[config.mk]
export PLATFORM = sky130hd
export DESIGN_NAME = vga_timing
export DESIGN_NICKNAME = d
export VERILOG_FILES = /design/src/rtl/vga_timing.sv
export SDC_FILE = /design/constraint.sdc
export NUM_CORES = 1
export LEC_CHECK = 0
export BUFFER_PORTS_ARGS = -buffer_cell sky130_fd_sc_hd__buf_2
export CORE_AREA = 8 8 64 66
export DETAILED_ROUTE_END_ITERATION = 8
export DIE_AREA = 0 0 72 74
export GPL_TIMING_DRIVEN = 0
export HOLD_SLACK_MARGIN = 0.08
export PLACE_DENSITY = 0.74
export SLEW_MARGIN = 20
export SYNTH_ARGS = -nofsm -noshare
export SYNTH_HDL_FRONTEND = slang
export SYNTH_SLANG_ARGS = --single-unit
[constraint.sdc]
create_clock -name clk -period 1.83 [get_ports clk]
set_clock_uncertainty 0.1 [all_clocks]
set_input_delay 0.183 -clock clk [delete_from_list [all_inputs] [get_ports clk]]
set_output_delay 0.183 -clock clk [all_outputs]
set_load 0.005 [all_outputs]
[src/rtl/vga_timing.sv]
// VGA raster timing generator: pixel-rate divider, horizontal/vertical
// counters, and a one-pixel-delayed sync/colour pipeline so that hsync,
// vsync and blanked rgb leave the block mutually aligned with the renderer's
// one-clock registered colour.
module vga_timing #(
  parameter int unsigned CLK_DIV  = 2,
  parameter int unsigned H_ACTIVE = 640,
  parameter int unsigned H_FP     = 16,
  parameter int unsigned H_SYNC   = 96,
  parameter int unsigned H_BP     = 48,
  parameter int unsigned V_ACTIVE = 480,
  parameter int unsigned V_FP     = 10,
  parameter int unsigned V_SYNC   = 2,
  parameter int unsigned V_BP     = 33
) (
  input  logic       clk,
  input  logic       rst_n,
  input  logic [2:0] rgb_in,
  output logic [9:0] xaddr,
  output logic [9:0] yaddr,
  output logic       pix_en,
  output logic       vga_hs,
  output logic       vga_vs,
  output logic [2:0] vga_rgb,
  output logic       frame_tick
);

  localparam int unsigned H_TOTAL = H_ACTIVE + H_FP + H_SYNC + H_BP;
  localparam int unsigned V_TOTAL = V_ACTIVE + V_FP + V_SYNC + V_BP;
  localparam int unsigned DIV_W   = $clog2(CLK_DIV);

  localparam logic [DIV_W-1:0] DIV_LAST = DIV_W'(CLK_DIV - 1);
  localparam logic [9:0] H_LAST   = 10'(H_TOTAL - 1);
  localparam logic [9:0] V_LAST   = 10'(V_TOTAL - 1);
  localparam logic [9:0] H_ACT    = 10'(H_ACTIVE);
  localparam logic [9:0] V_ACT    = 10'(V_ACTIVE);
  localparam logic [9:0] HS_START = 10'(H_ACTIVE + H_FP);
  localparam logic [9:0] HS_END   = 10'(H_ACTIVE + H_FP + H_SYNC);
  localparam logic [9:0] VS_START = 10'(V_ACTIVE + V_FP);
  localparam logic [9:0] VS_END   = 10'(V_ACTIVE + V_FP + V_SYNC);

  logic [DIV_W-1:0] div;
  logic [DIV_W-1:0] div_next;
  logic             pix_next;
  logic             x_end;
  logic             y_end;
  logic             active;
  logic             hs_zone;
  logic             vs_zone;

  // Divider successor and decodes of the pixel currently being displayed
  always_comb begin
    div_next = (div == DIV_LAST) ? '0 : div + 1'b1;
    pix_next = (div_next == DIV_LAST);
    x_end    = (xaddr == H_LAST);
    y_end    = (yaddr == V_LAST);
    active   = (xaddr < H_ACT) && (yaddr < V_ACT);
    hs_zone  = (xaddr >= HS_START) && (xaddr < HS_END);
    vs_zone  = (yaddr >= VS_START) && (yaddr < VS_END);
  end

  // Divider, raster counters and the one-pixel-delayed output pipeline
  always_ff @(posedge clk or negedge rst_n) begin
    if (!rst_n) begin
      div        <= '0;
      pix_en     <= 1'b0;
      frame_tick <= 1'b0;
      xaddr      <= '0;
      yaddr      <= '0;
      vga_hs     <= 1'b1;
      vga_vs     <= 1'b1;
      vga_rgb    <= '0;
    end else begin
      div    <= div_next;
      // pix_en and frame_tick are registered from div_next so they are high
      // exactly while div==CLK_DIV-1; counters are frozen in that cycle, so
      // frame_tick sees the same (last,last) position the wrap will consume.
      pix_en     <= pix_next;
      frame_tick <= pix_next && x_end && y_end;
      if (pix_en) begin
        if (x_end) begin
          xaddr <= '0;
          yaddr <= y_end ? '0 : yaddr + 1'b1;
        end else begin
          xaddr <= xaddr + 1'b1;
        end
        vga_rgb <= active ? rgb_in : '0;
        vga_hs  <= !hs_zone;
        vga_vs  <= !vs_zone;
      end
    end
  end

endmodule

==> results.yml, run 1 <==
timing:
  worst_slew_pin_slew_ns: 0.584
  slew_headroom_pct: 61.0
  post-route-min-period_ns: 1.76
  hold_violations: 0
  layout_setup_ws_ns: 0.0696
  hold_slack_ns: 0.297
  fin_crit_sh_pct: 96.2
  fmax_ghz: 0.568
  setup_viol: 0
  timing.final.max_slew_violations: 0
global_routing:
  grt_first_pass_wirelength_mm: 5.24
  grt_max_degree: 28
  grt_busiest_layer: "met2"
  met2_usage_pct: 20.7
  grt_usage_pct: 12.3
  use_met1_pct: 14.7
  met3_usage_pct: 3.50
  grt_pass1_vias: 1151
  grt-ovfl-total: 0
  antenna_found_initial: 0
detailed_routing:
  antenna_left: 0
  drt-initial-drc-count: 59
  drt-vias-per-instance: 5.26
  post_drt_wl_per_cell_um: 14.2
  dr_total_vias: 1183
  dr.pass1.iters: 4
  drc_errors: 0
  totalWireLength_mm: 3.19
setup_path:
  critPathMaxFanout: 7
  reg2reg_slack_ns: 0.07
  setup.worst_path.start: "xaddr[1]"
  critPathRequiredTime_ns: 1.98
  reg2regPathDepth: 5
  critical_path_class: "reg2reg"
  crit_arrival_ns: 1.91
  timing.rr.end: "yaddr[3]"
  crit_path_top_delay_cell: "or4_1"
  cp-end-kind: "register"
  max_stage_delay_ns: 0.50
  crit_family: "simple AND/OR/NAND/NOR gates"
  critPathLaunchType: "register"
  path_buf_inv: 0
  rr_startpoint: "xaddr[1]"
  crit_chain: "ha_2 > and4bb_4 > nand4_4 > or4_1 > o21ai_1"
floorplanning:
  rows: 21
  coreArea_sq_um: 3180
  io_pins: 32
  die_y_um: 74
  fp.dieArea_sq_um: 5330
  die_w_um: 72
  initial_utilization_pct: 43.8
synth:
  ys_ff_latch: 27
  synth_cell_types: 40
  synth_warnings: 0
  ys.flop_type: "dfrtp_1"
  synth_top_area_share_pct: 45.0
  synth_area_sq_um: 1390
  syn_inst: 134
  yosysTopAreaCell: "dfrtp_1"
  synthTopCellsByArea: "dfrtp_1 (45%), o21ai_0 (4.3%), dfstp_2 (3.8%)"
  async_reset_ff_share_pct: 100
  postSynthAreaPerCell_sq_um: 10.4
  seq_area_frac_synth_pct: 48.7
  yosysMostFrequentCell: "dfrtp_1"
  synth_edf_count: 0
  synth_commonest_cells: "dfrtp_1 (25), o21ai_0 (12), inv_1 (8), nand2_1 (8), nand4_1 (8)"
  synth_fp_nets: 143
cells_and_area:
  layout.nets: 189
  syn_to_final_growth_pct: 25.7
  antennaDiodeCount: 0
  final_core_util_pct: 55.0
  layout-drive-gt1-share_pct: 35.8
power_and_ir_drop:
  pwr-share-seq_pct: 68.7
  power_density_nw_per_um2: 501
  clockPowerShare_pct: 28.0
  pwr-share-comb_pct: 3.3
  ir_drop_mv: 0.239
  p_int_mw: 0.695
  switching_share_pct: 20.7
  power_switching_mw: 0.181
  finalPower_mw: 0.876
  cellLeakagePower_nw: 0.843
clocking:
  h-tree-depth: 1
  clockBufferDepth: 2
  clock_latency_ns: 0.31
  clkTransAtPathRegs_ns: 0.14
  cts_tree: "built"
  cts_buffers: 3
  clockRootBuffer: "clkbuf_4"
  cts.sinks: 27
flow_run:
  cap_violations: 0
place:
  dp_hpwl_mm: 2.34
  dpl_worst_slack_ns: -0.111
  io_buffers: 31
  gp_congestion: 0.861
hold_path:
  hp-class: "in2async"
status:
  status: "complete, no violations"
[power groups by stage]
| stage | clock network, mW | registers, mW | logic (mW) |
|---|---|---|---|
| global placement | 0 | 0.613 | 0.0227 |
| floorplan | 0 | 0.614 | 0.00286 |
| detailed placement | 0 | 0.613 | 0.0235 |
| global route | 0.278 | 0.603 | 0.0332 |
| CTS | 0.261 | 0.602 | 0.0299 |
| finish | 0.245 | 0.602 | 0.0286 |
[how the worst max path moves through the flow]
stage	slack, ns	cells after the start	end
floorplan	0.07	6	yaddr[3]
global placement	-0.07	6	yaddr[0]
detailed placement	-0.11	6	yaddr[0]
CTS	0.002	6	yaddr[3]
global route	-0.009	5	yaddr[3]
finish	0.07	5	yaddr[3]
[placed cells by master, fill, tap and decap left out, types with 2 or more instances in the layout]
master         instances
buf_4                  6
clkbuf_4               4
inv_1                  8
xnor2_1                6
nand3_1                5
a22o_1                 4
nor3_1                 5
a31oi_1                4
xor2_1                 2
dfstp_2                2
o21ai_0               11
o21ai_1                2
nand4_1                8
nor4_1                 2
dfrtp_2                4
ha_1                   2
buf_2                 31
nand2_1                8
nor2_1                 7
a21oi_1                3
dfrtp_1               21
and3_1                 3
buf_6                  2
dlygate4sd3_1          4
ha_2                   2
[per-stage QoR]
stage	TNS [ns]	cell area, sq um	std cells
CTS	0	1710	222
floorplan	0	1390	134
global route	-0.00937	1750	225
detailed placement	-0.334	1600	211
global placement	-0.154	1600	211
finish	0	1750	225
[worst reg2reg max path: cells and delay by family (launching register included)]
family	cells	cell delay, ns
AND/OR/NAND/NOR	3	0.93
flip-flops	1	0.38
adder cells (fa/ha/maj)	1	0.20
AO/OA/AOI/OAI	1	0.09
[final cells by class]
class,instances,area (sq um)
fill,287,1430
clock inverter,1,5.00
sequential,27,683
clock buffer,3,22.5
timing repair buffer,41,240
tap,46,57.6
multi-input combinational,95,677
buffer,4,33.8
inverter,8,30.0
[routing by layer]
metal	wire (um)	part of all wire [%]
met1	1440	45
met2	1550	49
met3	180	5.6
met4	24	0.75
met5	0	0
[cell families (layout without fill, tap and decap cells)]
group / after synthesis / count (layout) / share of synthesized area (%)
fa+ha+maj: 4 / 4 / 3.60
simple gates: 54 / 54 / 24.6
xor+xnor: 8 / 8 / 5.04
flops: 27 / 27 / 48.7
buf+inv: 12 / 57 / 4.41
compound gates: 27 / 27 / 12.0
mux: 2 / 2 / 1.53
[repair_timing]
item / 4_1_cts / 5_1_grt
endpoints found under the hold margin: 28 / 0
pin swaps: 0 / 2
hold buffers: 4 / 0
endpoints found under the setup margin: 5 / 5
resized for setup: 4 / 8
setup buffers: 3 / 3
[registers in the layout (all words and copies together) (netlist names)]
name        count
div             1
frame_tick      1
vga_hs          1
vga_rgb         3
vga_vs          1
xaddr          10
yaddr          10
Note: power is estimated with default switching activity, not from simulation.
==> inputs of run 2 (changes only) <==
Settings changed: CELL_PAD_IN_SITES_DETAIL_PLACEMENT set to 1, CELL_PAD_IN_SITES_GLOBAL_PLACEMENT set to 1, CORE_AREA 8 8 64 66 to 8 8 72 74, DIE_AREA 0 0 72 74 to 0 0 80 82.
==> run 2 against run 1 <==
Critical path depth down 1. Critical path type unchanged. Highest routed layer unchanged. Setup slack better by 0.0094 ns. Sequential share of layout area decreased by 0.85 points. Largest power group unchanged.
==> results.yml, run 2 (synthesis results as in run 1) <==
status:
  status: "complete, no violations"
setup_path:
  crit_arrival_ns: 1.85
  critPathLaunchType: "register"
  critPathRequiredTime_ns: 1.93
  cp-end-kind: "register"
  critical_path_class: "reg2reg"
  critPathMaxFanout: 7
timing:
  rsz0062_at_grt: "no"
  timing.final.max_slew_violations: 0
  fin_crit_sh_pct: 95.7
  hold_slack_ns: 0.349
  fmax_ghz: 0.571
  setup_viol: 0
  post-route-min-period_ns: 1.75
  slew_headroom_pct: 59.8
  final.setup.tns_ns: 0
  worst_slew_pin_slew_ns: 0.603
  hold_violations: 0
cells_and_area:
  layout-drive-gt1-share_pct: 35.2
  multi_input_area_sq_um: 682
  layout_common_cells: "buf_2 (31), dfrtp_1 (23), o21ai_0 (12)"
  top_regs: "xaddr (10), yaddr (10), vga_rgb (3)"
  syn_to_final_growth_pct: 28.1
  finalInstanceArea_sq_um: 1780
  fillCellCount: 495
  layout.nets: 189
  antennaDiodeCount: 0
  seqCellArea_sq_um: 681
  final_common_cell: "buf_2"
clocking:
  clock_latency_ns: 0.27
  cts.sinks: 27
  clockRootBuffer: "clkbuf_8"
  cts_buffers: 3
  clockBufferDepth: 2
  h-tree-depth: 1
  clkTransAtPathRegs_ns: 0.09
  cts_tree: "built"
power_and_ir_drop:
  pwr-share-seq_pct: 62.0
  pwr-share-comb_pct: 3.0
  power_density_nw_per_um2: 545
  power_switching_mw: 0.205
  p_int_mw: 0.765
  ir_drop_mv: 0.216
  cellLeakagePower_nw: 0.860
  switching_share_pct: 21.2
  clockPowerShare_pct: 35.0
detailed_routing:
  post_drt_wl_per_cell_um: 16.0
  met3WireLength_um: 157
  met2_length_mm: 1.95
  top_layer: "met4"
  dr.pass1.iters: 3
  wl_met1_mm: 1.54
  drc_errors: 0
  drt-initial-drc-count: 40
  dr_total_vias: 1204
  totalWireLength_mm: 3.69
  drt-vias-per-instance: 5.21
  antenna_left: 0
hold_path:
  hp-class: "in2async"
floorplanning:
  fp.dieArea_sq_um: 6560
  die_w_um: 80
  die_y_um: 82
  initial_utilization_pct: 33.6
  rows: 24
  io_pins: 32
  coreArea_sq_um: 4140
global_routing:
  grt-ovfl-total: 0
  grt_max_degree: 28
  antenna_found_initial: 0
  grt_usage_pct: 11.6
  grt_pass1_vias: 1292
  grt_first_pass_wirelength_mm: 6.08
place:
  dp_hpwl_mm: 2.80
  gp_congestion: 0.779
  place_area_sq_um: 1610
  io_buffers: 31
flow_run:
  cap_violations: 0
run 2: stage by stage:
stage                     worst slack, ns  power [mW]  instances  util (%)
after floorplan                    0.0735       0.616        134         -
after global placement            -0.0974       0.636        217      38.9
after detailed placement           -0.188       0.637        217      38.9
after CTS                         0.00684       0.985        229      42.1
after global routing            0.0000948        1.01        231      43.0
final                              0.0791       0.970        231      43.0
run 2: worst max-delay path: stages, from the launching register on:
cell	delay, ns
dfrtp_2	0.46
and4bb_4	0.39
nand4_4	0.15
or4_1	0.49
o21ai_1	0.09
run 2: final timing paths:
| check | slack (ns) | from | endpoint | cells after the start |
|---|---|---|---|---|
| setup reg to reg | 0.08 | xaddr[5] | yaddr[3] | 4 |
| min in group clk | 0.40 | vga_hs | vga_hs | 2 |
| setup / recovery | 0.08 | xaddr[5] | yaddr[3] | 4 |
| max in group asynchronous | 0.86 | rst_n | xaddr[5] | 2 |
| hold / removal | 0.35 | rst_n | xaddr[6] | 2 |
| hold reg to reg | 0.40 | vga_hs | vga_hs | 2 |
run 2: power groups by stage:
| stage | registers [mW] | clock network (mW) | logic (mW) |
|---|---|---|---|
| 6_report | 0.601 | 0.340 | 0.0293 |
| 5_1_grt | 0.602 | 0.379 | 0.0336 |
| 4_1_cts | 0.602 | 0.352 | 0.0311 |
| 3_5_place_dp | 0.613 | 0 | 0.0243 |
| 3_3_place_gp | 0.613 | 0 | 0.0229 |
| 2_1_floorplan | 0.614 | 0 | 0.00286 |
run 2: final cells by class:
cell class              instances  area share, %
multi-input cells              95           38.3
repair buffers                 41           13.5
well taps                      52           3.65
clock buffers                   3           2.32
plain buffers                   4           2.11
flip-flops and latches         27           38.2
inverters                       8           1.69
clock inverters                 1          0.281
run 2: layer usage:
layer | up-vias | track usage [%]
met1 | 601 | 13.7
met5 | - | 0
li1 | 578 | -
met3 | 4 | 2.41
met4 | 0 | 3.82
met2 | 21 | 20.5
run 2: repair_timing:
action                                  in CTS  in global routing
pin swaps                                    1                  1
endpoints found under the hold margin       28                  0
resized for setup                            3                 10
buffers inserted                             4                  2
endpoints found under the setup margin       5                  7
hold buffers                                 4                  0
